## src/rtl/seg_scan_decoder.sv

```systemverilog
// rtl/seg_scan_decoder.sv - seven-segment display bus read-back decoder
//
// Recovers the BCD value shown on a multiplexed common-anode display bus.
// The bus is synchronised, each selected digit's pattern must hold for
// STABLE_CYCLES synced cycles before it is decoded and captured, and a frame
// is published once every digit has been captured.
//
// Ports:
//   clk         system clock, all state on the rising edge
//   rst         asynchronous active-high reset
//   seg_n       segment lines abcdefg (bit6=a .. bit0=g), active low, async
//   an_n        per-digit anode enables, active low, async
//   bcd_out     last complete frame, digit i in bits [4i+3:4i]
//   digit_err   per-digit invalid-pattern flags of the last frame
//   frame_valid one-cycle pulse when bcd_out/digit_err/frame_err update
//   frame_err   OR of digit_err of the last frame
//   stale       high while no capture has happened for TIMEOUT_CYCLES cycles

module seg_scan_decoder #(
    parameter int NUM_DIGITS     = 4,
    parameter int STABLE_CYCLES  = 8,
    parameter int TIMEOUT_CYCLES = 65536
) (
    input  logic                    clk,
    input  logic                    rst,
    input  logic [6:0]              seg_n,
    input  logic [NUM_DIGITS-1:0]   an_n,
    output logic [4*NUM_DIGITS-1:0] bcd_out,
    output logic [NUM_DIGITS-1:0]   digit_err,
    output logic                    frame_valid,
    output logic                    frame_err,
    output logic                    stale
);

    localparam int SW = $clog2(STABLE_CYCLES + 1);
    localparam int TW = $clog2(TIMEOUT_CYCLES + 1);
    localparam int IW = (NUM_DIGITS > 1) ? $clog2(NUM_DIGITS) : 1;

    typedef enum logic [1:0] {
        WAIT_SEL = 2'd0,
        SETTLE   = 2'd1,
        HOLD     = 2'd2
    } state_t;

    // Two-flop synchronisers
    logic [6:0]              seg_s1_q, seg_s1_d, seg_s2_q, seg_s2_d;
    logic [NUM_DIGITS-1:0]   an_s1_q, an_s1_d, an_s2_q, an_s2_d;

    // Previous-cycle copy of the synced selection, for change detection
    logic [6:0]              seg_prev_q, seg_prev_d;
    logic [IW-1:0]           idx_prev_q, idx_prev_d;

    state_t                  state_q, state_d;
    logic [SW-1:0]           cnt_q, cnt_d;
    logic [NUM_DIGITS-1:0]   seen_q, seen_d;
    logic [4*NUM_DIGITS-1:0] shadow_q, shadow_d;
    logic [NUM_DIGITS-1:0]   shadow_err_q, shadow_err_d;
    logic [4*NUM_DIGITS-1:0] bcd_q, bcd_d;
    logic [NUM_DIGITS-1:0]   derr_q, derr_d;
    logic                    fv_q, fv_d;
    logic                    ferr_q, ferr_d;
    logic [TW-1:0]           tmo_q, tmo_d;

    logic [NUM_DIGITS-1:0]   sel_onehot;
    logic                    sel_valid;
    logic [IW-1:0]           sel_idx;
    logic                    changed;
    logic                    capture;
    logic                    emit;
    logic [4:0]              dec;

    // Returns {err, code}; all-off is a legitimate blank digit, not an error.
    function automatic logic [4:0] decode(input logic [6:0] s);
        logic [4:0] r;
        case (s)
            7'b0000001: r = 5'h00;
            7'b1001111: r = 5'h01;
            7'b0010010: r = 5'h02;
            7'b0000110: r = 5'h03;
            7'b1001100: r = 5'h04;
            7'b0100100: r = 5'h05;
            7'b0100000: r = 5'h06;
            7'b0001111: r = 5'h07;
            7'b0000000: r = 5'h08;
            7'b0000100: r = 5'h09;
            7'b1111111: r = 5'h0F;
            default:    r = 5'h1E;
        endcase
        return r;
    endfunction

    // Selection: exactly one anode low; the low bit gives the digit index.
    always_comb begin
        sel_onehot = ~an_s2_q;
        sel_valid  = (sel_onehot != '0) &&
                     ((sel_onehot & (sel_onehot - 1'b1)) == '0);
        sel_idx    = '0;
        for (int i = 0; i < NUM_DIGITS; i++) begin
            if (sel_onehot[i]) begin
                sel_idx = IW'(i);
            end
        end
        changed = (sel_idx != idx_prev_q) || (seg_s2_q != seg_prev_q);
    end

    always_comb begin
        seg_s1_d   = seg_n;
        seg_s2_d   = seg_s1_q;
        an_s1_d    = an_n;
        an_s2_d    = an_s1_q;
        seg_prev_d = seg_s2_q;
        idx_prev_d = sel_idx;
    end

    // Stability FSM; cnt counts consecutive identical synced cycles.
    always_comb begin
        state_d = state_q;
        cnt_d   = cnt_q;
        capture = 1'b0;
        case (state_q)
            WAIT_SEL: begin
                cnt_d = '0;
                if (sel_valid) begin
                    state_d = SETTLE;
                    cnt_d   = SW'(1);
                end
            end
            SETTLE: begin
                if (!sel_valid) begin
                    state_d = WAIT_SEL;
                    cnt_d   = '0;
                end else if (changed) begin
                    cnt_d = SW'(1);
                end else if (cnt_q == SW'(STABLE_CYCLES - 1)) begin
                    // This cycle is the STABLE_CYCLES-th identical one.
                    capture = 1'b1;
                    state_d = HOLD;
                    cnt_d   = SW'(STABLE_CYCLES);
                end else begin
                    cnt_d = cnt_q + 1'b1;
                end
            end
            HOLD: begin
                if (!sel_valid) begin
                    state_d = WAIT_SEL;
                    cnt_d   = '0;
                end else if (changed) begin
                    state_d = SETTLE;
                    cnt_d   = SW'(1);
                end
            end
            default: begin
                state_d = WAIT_SEL;
                cnt_d   = '0;
            end
        endcase
    end

    // Frame assembly. The clear from emit is applied before the capture
    // set, so a capture coinciding with emit counts toward the next frame.
    always_comb begin
        dec          = decode(seg_s2_q);
        emit         = &seen_q;
        seen_d       = emit ? '0 : seen_q;
        shadow_d     = shadow_q;
        shadow_err_d = shadow_err_q;
        bcd_d        = bcd_q;
        derr_d       = derr_q;
        ferr_d       = ferr_q;
        fv_d         = 1'b0;
        if (emit) begin
            bcd_d  = shadow_q;
            derr_d = shadow_err_q;
            ferr_d = |shadow_err_q;
            fv_d   = 1'b1;
        end
        if (capture) begin
            seen_d[sel_idx]                 = 1'b1;
            shadow_d[{sel_idx, 2'b00} +: 4] = dec[3:0];
            shadow_err_d[sel_idx]           = dec[4];
        end
        if (capture) begin
            tmo_d = '0;
        end else if (tmo_q == TW'(TIMEOUT_CYCLES)) begin
            tmo_d = tmo_q;
        end else begin
            tmo_d = tmo_q + 1'b1;
        end
    end

    always_ff @(posedge clk or posedge rst) begin
        if (rst) begin
            seg_s1_q     <= '1;
            seg_s2_q     <= '1;
            an_s1_q      <= '1;
            an_s2_q      <= '1;
            seg_prev_q   <= '1;
            idx_prev_q   <= '0;
            state_q      <= WAIT_SEL;
            cnt_q        <= '0;
            seen_q       <= '0;
            shadow_q     <= '1;
            shadow_err_q <= '0;
            bcd_q        <= '1;
            derr_q       <= '0;
            fv_q         <= 1'b0;
            ferr_q       <= 1'b0;
            tmo_q        <= '0;
        end else begin
            seg_s1_q     <= seg_s1_d;
            seg_s2_q     <= seg_s2_d;
            an_s1_q      <= an_s1_d;
            an_s2_q      <= an_s2_d;
            seg_prev_q   <= seg_prev_d;
            idx_prev_q   <= idx_prev_d;
            state_q      <= state_d;
            cnt_q        <= cnt_d;
            seen_q       <= seen_d;
            shadow_q     <= shadow_d;
            shadow_err_q <= shadow_err_d;
            bcd_q        <= bcd_d;
            derr_q       <= derr_d;
            fv_q         <= fv_d;
            ferr_q       <= ferr_d;
            tmo_q        <= tmo_d;
        end
    end

    assign bcd_out     = bcd_q;
    assign digit_err   = derr_q;
    assign frame_valid = fv_q;
    assign frame_err   = ferr_q;
    assign stale       = (tmo_q == TW'(TIMEOUT_CYCLES));

endmodule

```

## config.mk

```make
export PLATFORM = sky130hd
export DESIGN_NAME = seg_scan_decoder
export DESIGN_NICKNAME = d
export VERILOG_FILES = /design/src/rtl/seg_scan_decoder.sv
export SDC_FILE = /design/constraint.sdc
export NUM_CORES = 1
export LEC_CHECK = 0
export ABC_AREA = 1
export BUFFER_PORTS_ARGS = -buffer_cell sky130_fd_sc_hd__buf_2
export CORE_UTILIZATION = 55
export DETAILED_ROUTE_END_ITERATION = 8
export HOLD_SLACK_MARGIN = 0.06
export PLACE_DENSITY = 0.74
export SYNTH_ARGS = -nofsm -noshare
export SYNTH_HDL_FRONTEND = slang
export SYNTH_SLANG_ARGS = --single-unit
```

## constraint.sdc

```tcl
create_clock -name clk -period 3.3 [get_ports clk]
set_clock_uncertainty 0.2 [all_clocks]
set_input_delay 0 -clock clk [delete_from_list [all_inputs] [get_ports clk]]
set_output_delay 0 -clock clk [all_outputs]
set_load 0.01 [all_outputs]
```

**Yosys cells after proc, flatten, opt, wreduce, memory -nomap -nowiden**

Index checks and enable logic that the tools add are counted.

- $add $sub $neg: 4
- Multiply operators: 0
- Divide/modulo/power cells: 0
- Order comparisons: 2
- Equality and inequality tests: 21
- Shift operators: 2
- Muxes and demuxes: 31
- Bitwise logic cells: 3
- Reductions and logical operators: 10

Operators with widths:

| cell | number |
|---|---|
| 5-bit one-hot mux with 11 select lines | 1 |
| 17-bit two-way mux | 2 |
| 4-bit two-way mux | 7 |
| 7-bit equality test, second input constant | 3 |
| 17-bit by 1-bit adder with 17-bit output, second input constant | 1 |
| 17-bit equality test, second input constant | 1 |
| 16-bit bitwise mux | 1 |
| 2-bit two-way mux | 8 |
| 4-bit by 6-bit variable shift with 16-bit output, first input constant | 1 |
| 4-bit by 6-bit variable part select with 16-bit output | 1 |
| 7-bit by 3-bit equality test with 1-bit output, second input constant | 2 |
| 7-bit by 6-bit equality test with 1-bit output, second input constant | 2 |
| 4-bit one-hot mux with 3 select lines | 1 |
| 3-bit inequality test, second input constant | 3 |
| 1-bit two-way mux | 8 |
| 4-bit AND reduction | 2 |
| 7-bit by 1-bit equality test with 1-bit output, second input constant | 1 |
| 7-bit by 4-bit equality test with 1-bit output, second input constant | 1 |
| 7-bit by 5-bit equality test with 1-bit output, second input constant | 1 |
| 7-bit zero test | 1 |
| 7-bit inequality test | 1 |
| 4-bit negator with 6-bit output | 1 |
| 2-bit one-hot mux with 3 select lines | 1 |
| 4-bit by 1-bit adder with 4-bit output, second input constant | 1 |
| 20 further kinds | 21 |

- Bits in registers: 100
- Bits in latches: 0
- Bits in writable memories: 0
- Memory bits (read-only): 0
- Output and inout port bits: 23
- Logic and storage cells: 89
- Memories: 0

**Logic depth before layout (Yosys ltp)**

Gate-level depths: netlist (run 1).

- Depth in word-level cells: 10
- Gate-level depth with buffers: 13

**Least setup slack after synthesis (run 1)**

No wires, ideal clock.

- Path kind: register to register
- Start point: register an_s2_q[1]
- End point: register shadow_q[0]
- Arrival: 1.770 ns
- Data required time: 3.027 ns
- Setup slack: 1.258 ns
- Stages on the path, launching flop included: 10
- Clock period less this slack: 2.042 ns
- Path through: dfstp_2 > inv_1 > nand2_1 > nand2_1 > inv_1 > ha_1 > inv_1 > nor3_1 > nand2_1 > o21ai_1

- Word-level cells in the longest chain between the ends: 9

RTL lines:

| element | line | source |
|---|---|---|
| start: declaration | 47 | `logic [NUM_DIGITS-1:0] an_s1_q, an_s1_d, an_s2_q, an_s2_d;` |
| start signal: assignment | 213 | `an_s2_q <= an_s2_d;` |
| 4-bit NOT (*) | 94 | `sel_onehot = ~an_s2_q;` |
| 1-bit two-way mux (*) | 99 | `if (sel_onehot[i]) begin` |
| 2-bit two-way mux (*) (2 in series) | 99 |  |
| named net idx_prev_d[0] | 51 | `logic [IW-1:0] idx_prev_q, idx_prev_d;` |
| branches (longest 5 deep; another with 4-bit negator with 6-bit output) | - |  |
| end signal: assignment | 219 | `shadow_q <= shadow_d;` |
| end: declaration | 56 | `logic [4*NUM_DIGITS-1:0] shadow_q, shadow_d;` |

Mark *: on every way through the listed nets, which the timed path passes.
A chain may end at the register's enable or synchronous reset.

**Worst setup path in the final report (run 1)**

- Start point: register an_s2_q[1]
- End point: register shadow_q[1]

Same word-level chain as after synthesis.

==> metrics, run 1 <==
WHS ~0.076 ns; row count 32; synthesized instance count between 500 and 600; HPWL after DPL approximately 5700 microns; worst slew pin tran between 0.7 and 0.8 ns; Tot Pwr 0.00212 W; critical path launch point type flop; vias after detailed routing roughly 3,500; wire length per cell between 10 and 15 microns; fillcell total approximately 640; Synth Net Count between 500 and 600; share of cells above drive strength 1 a little over a fifth; die width between 90 and 100 microns; core area 0.00789 sq mm; Overflow after GRT 0; largest net degree at the start of global routing 60; Chip Height 93.1 microns; slowest stage delay, CP ~0.54 ns; Max Root-Sink Buffers 2; RSZ-0062 raised after global routing false; Ports 36; synthesized flop and latch total 100; Mapped Area roughly 0.0046 sq mm; critical path type reg -> reg; final WL 8090 microns; crit-path leading delay family simple AND/OR/NAND/NOR gates; Ys Warns 0; DRC 0; CTS tree built; slew margin rel. between 50% and 60%; CTS root buf clkbuf_8; Hold Crit Class in -> async; highest net fanout along the worst path 9; Iter 0 DRT Violations between 100 and 150; pwr dens a little over 400 mW/mm^2; Inserted Clock Buffers 9; arrival time at the worst endpoint between 2 and 3 ns; outcome complete, no violations; vias in the first global route about 3,400; CP Buf/Inv Count 3; Sink Count 100; worst path required time approximately 3.4 ns; initial antenna violation count 0; setup tns final 0 ns; post-DR vias/cell 5.00; Cell Chain, Critical Path inv_1 > nand2_1 > nand2_1 > inv_1 > ha_1 > inv_1 > nor3_1 > nand2_1 > o21ai_1; number of diodes 0; RePlAce Congestion ~0.9; post-layout net count between 600 and 700; Layout area overhead 12.6%; synthesized area per cell 8.45 sq um; H-Tree Depth 3; Total GRT Usage a little over a fifth; Hold Vio Cnt, Final 0; DRT antenna net count 0; drt pass-1 iters 5; Tcrit/Tclk final approximately 73%; final setup violation count 0; DP Cell Count roughly 670; final instance area approximately 0.005 sq mm; Synth cell types 29; Initial Util between 50% and 60%; Port Buffers 35; Max Cap Violations 0; Tmin final 2.41 ns; first-pass GRT wire length ~15,000 microns; die area 0.00867 sq mm; static leakage between 2 and 3 nW; Final Max Tran Viols 0; placed instance area around 0.0048 sq mm; Slowest-stage cell, CP dfstp_2; CP Capture Type flop; Reg clk slew, reported paths around 0.1 ns; register area share after synthesis roughly 56%; later-pin clock latency in the skew report 0.37 ns; Cell Count, Final, Fillers Out ~700; Fmax 416 MHz; peak supply drop 284 uV
worst min-delay path: stages:
cell and delay, ns:
dlygate4sd3_1 0.53, buf_2 0.12, clkinv_2 0.47
layout make-up:
cell class	instances	area, sq um	area share (%)
clock buffer	11	141	2.75
tap	102	128	2.48
multi-input combinational	358	1650	32.1
inverter	73	275	5.35
timing repair buffer	50	330	6.42
sequential	100	2580	50.2
clock inverter	5	35.0	0.681
cell usage in the layout (no fill, tap or decap), drive strengths merged:
cell	netlist	layout
inv	73	74
nand3b	3	3
nand2	189	189
o21ai	36	36
o22ai	1	1
nor2	57	57
clkinvlp	0	2
dfrtp	39	39
dlygate4sd3	0	12
buf	4	38
clkbuf	5	11
o211ai	1	1
nand4	7	7
o31ai	1	1
clkinv	0	2
nand3	29	29
a21oi	8	8
xnor2	1	1
nor3	12	12
dfstp	61	61
xor2	2	2
nor3b	1	1
ha	10	10
path summary, 6_finish.rpt:
path | to | depth (start not counted) | start | slack (ns)
max in group asynchronous | bcd_out[9] | 4 | rst | 2.05
worst min-delay path | idx_prev_q[0] | 3 | rst | 0.08
worst max-delay path | shadow_q[1] | 9 | an_s2_q[1] | 0.89
worst max register to register | shadow_q[1] | 9 | an_s2_q[1] | 0.89
min in group clk | seg_s1_q[5] | 2 | seg_n[5] | 0.08
worst min register to register | seg_prev_d[2] | 0 | seg_s1_q[2] | 0.16
synthesized netlist by cell type:
cell type / n / area (sq um)
nand2_2: 2 / 12.5
buf_2: 1 / 5.00
nand3b_1: 3 / 22.5
ha_1: 10 / 125
nor2_2: 5 / 31.3
nand2_1: 187 / 702
nor3_1: 10 / 50.1
clkbuf_1: 4 / 15.0
xnor2_1: 1 / 8.76
dfstp_2: 61 / 1600
nand3_1: 27 / 135
o21ai_1: 12 / 60.1
nor3b_1: 1 / 7.51
a21oi_1: 8 / 40.0
o31ai_1: 1 / 7.51
nor2_1: 51 / 191
inv_2: 4 / 15.0
dfrtp_1: 39 / 976
nand4_1: 7 / 43.8
inv_1: 69 / 259
xor2_1: 2 / 17.5
o211ai_1: 1 / 7.51
clkbuf_2: 1 / 5.00
o22ai_1: 1 / 6.26
nor3_4: 2 / 32.5
nand3_2: 2 / 20.0
nor2_4: 1 / 11.3
o21ai_0: 24 / 120
buf_6: 3 / 33.8
kinds of logic after synthesis:
logic type	Yosys count	share of synthesized area, %
buf+inv	82	7.29
simple gates	298	27.6
compound gates	47	5.29
flops	100	56.5
xor+xnor	3	0.576
fa+ha+maj	10	2.74
where the power goes:
group	internal, W	leakage [nW]	switching (W)	total (W)
Clock	0.000297	0.0863	0.000416	0.000713
Combinational	0.0000417	1.44	0.0000835	0.000125
Sequential	0.00126	1.16	0.0000175	0.00128
Total	0.00160	2.69	0.000517	0.00212
metrics by stage:
stage | setup slack (ns) | utilization, %
6_report | 0.893 | 65.2
5_1_grt | 0.665 | 65.2
4_1_cts | 0.918 | 65.2
3_5_place_dp | 0.947 | 61.4
3_3_place_gp | 1.08 | 61.4
2_1_floorplan | 0.582 | -
state kept, by name, summed over array words and instances, names as in the netlist:
register	cells
an_s1_q	4
an_s2_q	4
bcd_out	16
cnt_q	4
digit_err	4
frame_err	1
frame_valid	1
idx_prev_q	2
seen_q	4
seg_prev_d	7
seg_prev_q	7
seg_s1_q	7
shadow_err_q	4
shadow_q	16
state_q	2
tmo_q	17
what timing repair did:
action / in CTS / in global routing
endpoints found under the hold margin: 62 / 0
setup endpoints to repair: 0 / 0
setup buffers: 0 / 0
resized for setup: 0 / 0
hold buffers: 12 / 0
routing by layer:
layer / global-route usage (%) / up-vias / routed length [microns]
met5: 0 / - / 0
met4: 7.69 / 0 / 94
met3: 4.07 / 9 / 236
met2: 36.5 / 68 / 3870
met1: 26.3 / 1633 / 3890
li1: - / 1784 / -
Note: power is estimated with default switching activity, not from simulation.
==> inputs of run 2 (changes only) <==
--- a/config.mk
+++ b/config.mk
@@ -7,10 +7,10 @@
 export LEC_CHECK = 0
 export ABC_AREA = 1
 export BUFFER_PORTS_ARGS = -buffer_cell sky130_fd_sc_hd__buf_2
-export CORE_UTILIZATION = 55
+export CORE_UTILIZATION = 54
 export DETAILED_ROUTE_END_ITERATION = 8
 export HOLD_SLACK_MARGIN = 0.06
-export PLACE_DENSITY = 0.74
+export PLACE_DENSITY = 0.76
 export SYNTH_ARGS = -nofsm -noshare
 export SYNTH_HDL_FRONTEND = slang
 export SYNTH_SLANG_ARGS = --single-unit
==> constraint.sdc (replaced) <==
create_clock -name clk -period 2 [get_ports clk]
set_clock_uncertainty 0.2 [all_clocks]
set_input_delay 0 -clock clk [delete_from_list [all_inputs] [get_ports clk]]
set_output_delay 0 -clock clk [all_outputs]
set_load 0.01 [all_outputs]
==> run 2 against run 1 <==
The run now ends with negative setup slack left. Worst hold slack got worse by 0.0024 ns. Count of clock-buffer cells in the layout grew 1. Via count increased by 5.7%. Global-route usage rose by 0.85 points. Register-to-register slack worse by 0.96 ns. Non-clock buffer count increased by 28. Combinational power is 120% higher. Wire length increased by 12%. Setup slack lost 0.96 ns. Clock power grew 70%.
==> metrics, run 2 (synthesis gave the netlist of run 1 again) <==
arrival time at the worst endpoint 2.17 ns; post-layout net count around 640; critical path launch point type flop; row count 33; Ports 36; RePlAce Congestion just over 0.8; slew margin rel. about half; Final Max Tran Viols 0; Worst Slack Setup Final -0.0660 ns; fillcell total around 660; DRT antenna net count 0; Inserted Clock Buffers 9; static leakage approximately 2.9 nW; vias in the first global route roughly 3,600; hold path start seg_n[4]; Tcrit/Tclk final 103%; Critical path origin an_s2_q[3]; Reg clk slew, reported paths 0.09 ns; Hold Crit Class in -> reg; die area roughly 0.0088 sq mm; Chip Height between 90 and 100 microns; Hold Vio Cnt, Final 0; final WL roughly 9000 microns; core area between 0.008 and 0.009 sq mm; Layout area overhead 21.2%; wire length per cell around 12 microns; first-pass GRT wire length around 15,000 microns; Sink Count 100; worst path required time 2.11 ns; Fmax 484 MHz; CP Capture Type flop; Total GRT Usage between 20% and 30%; CTS tree built; outcome finished with violations; drt pass-1 iters 7; Initial Util a little under three fifths; pwr dens roughly 650 mW/mm^2; Tmin final slightly above 2 ns; DRC 0; vias after detailed routing approximately 3,700; final instance area between 0.005 and 0.006 sq mm; Slowest-stage cell, CP dfstp_2; Cell Chain, Critical Path nand2_4 > xor2_1 > nor2_2 > nand4_1 > buf_6 > buf_6 > nor3_4 > nand2_1 > nand2_1; failing checks negative setup slack; Max Cap Violations 0; number of diodes 0; placed instance area just under 0.005 sq mm; Tot Pwr between 0.003 and 0.004 W; RSZ-0062 raised after global routing true; largest net degree at the start of global routing 63; leading cell type in the layout, fill and taps excluded nand2_1; Largest Register tmo_q; share of cells above drive strength 1 28.6%; highest net fanout along the worst path 9; commonest cells after routing, fill and taps aside 179 x nand2_1, 66 x inv_1, 61 x dfstp_2; later-pin clock latency in the skew report approximately 0.36 ns; Overflow after GRT 0; die width between 90 and 100 microns; worst slew pin tran roughly 0.74 ns; peak supply drop between 500 and 600 uV; Port Buffers 35; post-DR vias/cell 5.05; Iter 0 DRT Violations ~150; slowest stage delay, CP roughly 0.59 ns; final setup violation count 17; Max Root-Sink Buffers 2; max FFs per register 17; reg-to-reg critical path startpoint an_s2_q[3]; initial antenna violation count 0; HPWL after DPL 6010 microns; utilization after layout about 67%; H-Tree Depth 3; CTS root buf clkbuf_8; critical path type reg -> reg
-- run 2: layer usage --
layer	part of all wire, %	up-vias	GRT usage, %
met4	2.5	0	10.1
met3	3.7	21	3.56
met2	51	98	37.8
met5	0	-	0
met1	43	1741	27.0
li1	-	1832	-
-- run 2: worst paths after layout --
kind | end | cells after the start | slack, ns
worst max register to register | shadow_q[13] | 9 | -0.07
worst min-delay path | seg_s1_q[4] | 2 | 0.07
min in group asynchronous | tmo_q[10] | 4 | 0.12
worst min register to register | seg_prev_d[5] | 0 | 0.16
worst max-delay path | shadow_q[13] | 9 | -0.07
max in group asynchronous | digit_err[3] | 4 | 0.89
-- run 2: worst max-delay path: cells and delay by family (launching register included) --
kind                   cells  cell delay, ns
AND/OR/NAND/NOR            6            0.74
buffers and inverters      2            0.31
flip-flops                 1            0.59
XOR/XNOR                   1            0.17
-- run 2: through the flow --
step           worst slack, ns  hold slack, ns  TNS (ns)  instances
3_5_place_dp           -0.0774         -0.0935    -0.395        685
3_3_place_gp           0.00230         -0.0956         0        685
5_1_grt                 -0.201          0.0603     -4.32        731
6_report               -0.0660          0.0739    -0.533        731
4_1_cts               -0.00901          0.0603   -0.0106        723
2_1_floorplan           0.0336          -0.196         0        540
-- run 2: report_power, final --
part | switching, W | internal (W)
Sequential | 0.0000264 | 0.00209
Combinational | 0.000172 | 0.0000992
Clock | 0.000680 | 0.000534
-- run 2: what timing repair did --
item                                   4_1_cts  5_1_grt
pin swaps                                    1       12
setup endpoints to repair                   13       44
cloned                                       0        2
hold buffers                                17        0
setup buffers                                5        6
gates resized for setup                      7       46
endpoints found under the hold margin       65        0
-- run 2: cell type report --
cell class / instances / area, sq um / share of cell area (%)
timing repair buffer: 78 / 568 / 10.3
multi-input combinational: 359 / 1790 / 32.3
clock buffer: 12 / 156 / 2.83
sequential: 100 / 2580 / 46.6
tap: 105 / 131 / 2.38
clock inverter: 4 / 30.0 / 0.543
inverter: 73 / 280 / 5.07
==> inputs of run 3 (changes only) <==
--- a/config.mk
+++ b/config.mk
@@ -7,10 +7,13 @@
 export LEC_CHECK = 0
 export ABC_AREA = 1
 export BUFFER_PORTS_ARGS = -buffer_cell sky130_fd_sc_hd__buf_2
+export CAP_MARGIN = 15
 export CORE_UTILIZATION = 54
 export DETAILED_ROUTE_END_ITERATION = 8
 export HOLD_SLACK_MARGIN = 0.06
 export PLACE_DENSITY = 0.76
+export RECOVER_POWER = 50
+export SETUP_SLACK_MARGIN = 0.02
 export SYNTH_ARGS = -nofsm -noshare
 export SYNTH_HDL_FRONTEND = slang
 export SYNTH_SLANG_ARGS = --single-unit
==> run 3 against run 2 <==
The run still ends with negative setup slack left. Power is 0.12% lower. Largest power group unchanged. Highest routed layer unchanged. Critical endpoint unchanged. Worst hold slack is essentially flat. Combinational power about the same. First-iteration DRC count decreased by 4.6%. Sequential share of layout area shrank 0.13 points. Wire length fell by 1.4%. Setup slack better by 0.0090 ns.
==> metrics, run 3 (synthesis gave the netlist of run 1 again) <==
vias in the first global route 3,557; CTS tree built; utilization after layout 67.5%; die width between 90 and 100 microns; max FFs per register 17; Hold Vio Cnt, Final 0; RePlAce Congestion ~0.82; RSZ-0062 raised after global routing true; Final Max Tran Viols 0; later-pin clock latency in the skew report about 0.36 ns; slew margin rel. 40.3%; Iter 0 DRT Violations roughly 150; outcome finished with violations; HPWL after DPL around 6000 microns; H-Tree Depth 3; arrival time at the worst endpoint ~2.2 ns; row count 33; grt met2 use a little under two fifths; placed instance area ~0.005 sq mm; post-layout net count around 640; met1 usage between 20% and 30%; failing checks negative setup slack; vias after detailed routing approximately 3,700; Initial Util a little under three fifths; final instance area around 0.0055 sq mm; worst slew pin tran slightly below 0.9 ns; Port Buffers 35; Chip Height between 90 and 100 microns; critical path type reg -> reg; largest net degree at the start of global routing 63; critical path launch point type flop; initial antenna violation count 0; Ports 36; Tmin final 2.06 ns; DRT antenna net count 0; met3 Resource Use GR under 10%; reg-to-reg endpoint shadow_q[13]; drt pass-1 iters 7; Largest Register tmo_q; Max Root-Sink Buffers 2; worst path required time ~2.1 ns; leading cell type in the layout, fill and taps excluded nand2_1; R2R Setup Slk -0.06 ns; CTS root buf clkbuf_8; WHS Endpoint seg_s1_q[4]; Sink Count 100; commonest cells after routing, fill and taps aside 179 x nand2_1, 66 x inv_1, 60 x dfstp_2; DRC 0; Total GRT Usage between 20 and 25%; static leakage approximately 2.9 nW; peak supply drop between 500 and 600 uV; Reg clk slew, reported paths about 0.090 ns; Cell Count, Final, Fillers Out 731; number of diodes 0; Layout area overhead 21.5%; post-DR vias/cell roughly 5.0; CP Capture Type flop; first-pass GRT wire length 15,000 microns; worst r2r path cells 9; Max Cap Violations 0; Tcrit/Tclk final 103%; Hold Crit Class in -> reg; reg-to-reg critical path startpoint an_s2_q[3]; highest net fanout along the worst path 9; multi-input logic area ~0.0018 sq mm; wire length per cell around 12 microns; Seq. cell area around 0.0026 sq mm; final setup violation count 17; Most Crowded Layer GR met2; pwr dens between 600 and 700 mW/mm^2; DP Cell Count 685; pre-CTS setup slack -0.0774 ns; Tot Pwr around 0.0036 W; WHS Path Cells 2; hold path start seg_n[4]; Worst Slack Setup Final -0.0570 ns; Overflow after GRT 0; share of cells above drive strength 1 between 20% and 30%; Inserted Clock Buffers 9; fillcell total between 600 and 700; die area 0.00882 sq mm; core area around 0.0082 sq mm; Fmax 486 MHz; final WL between 8000 and 9000 microns
[run 3: changes by cell type in the layout (fill, tap and decap cells not counted)]
cell / before / now
buf_2: 35 / 34
buf_4: 21 / 20
buf_6: 4 / 3
buf_8: 0 / 1
clkbuf_1: 2 / 3
clkbuf_2: 0 / 1
dfstp_1: 0 / 1
dfstp_2: 61 / 60
o21ai_0: 15 / 12
o21ai_1: 17 / 16
o21ai_2: 4 / 8
[run 3: how the worst max path moves through the flow]
stage / from / to / slack [ns] / cells after the start
finish: an_s2_q[3] / shadow_q[13] / -0.06 / 9
global route: an_s2_q[3] / shadow_q[13] / -0.21 / 9
CTS: an_s2_q[3] / cnt_q[0] / -0.009 / 10
detailed placement: an_s2_q[1] / shadow_q[3] / -0.08 / 10
global placement: seg_prev_d[6] / shadow_q[13] / 0.002 / 12
floorplan: an_s2_q[1] / shadow_q[0] / 0.03 / 9
[run 3: cell type report]
cell class / count / area share (%)
Multi-Input combinational cell: 359 / 32.5
Timing Repair Buffer: 78 / 10.2
Tap cell: 105 / 2.37
Sequential cell: 100 / 46.5
Clock buffer: 12 / 2.82
Clock inverter: 4 / 0.542
Inverter: 73 / 5.05
[run 3: report_power, final]
part	switching, W	internal, W
logic	0.000171	0.0000982
clock network	0.000678	0.000534
registers	0.0000267	0.00209
[run 3: stage by stage]
stage,setup TNS (ns),hold WS [ns]
global placement,0,-0.0956
global route,-4.21,0.0603
CTS,-0.0181,0.0603
finish,-0.451,0.0740
floorplan,0,-0.196
detailed placement,-0.395,-0.0935
[run 3: repair_timing]
item                                   CTS  global route
setup buffers                            5             6
pin swaps                                1            11
hold buffers                            17             0
endpoints found under the hold margin   65             0
gates cloned                             0             2
setup endpoints to repair               15            47
gates resized for setup                  9            52
[run 3: critical path, stage by stage, from the launching register on]
cell	delay, ns
dfstp_2	0.59
nand2_4	0.11
xor2_1	0.17
nor2_2	0.18
nand4_1	0.14
buf_6	0.16
buf_6	0.14
nor3_4	0.15
nand2_1	0.08
nand2_1	0.08
[run 3: metal layers]
layer | up-vias | share of wire [%]
li1 | 1833 | -
met2 | 93 | 51
met1 | 1740 | 44
met3 | 19 | 3.5
met4 | 0 | 2.1
met5 | - | 0
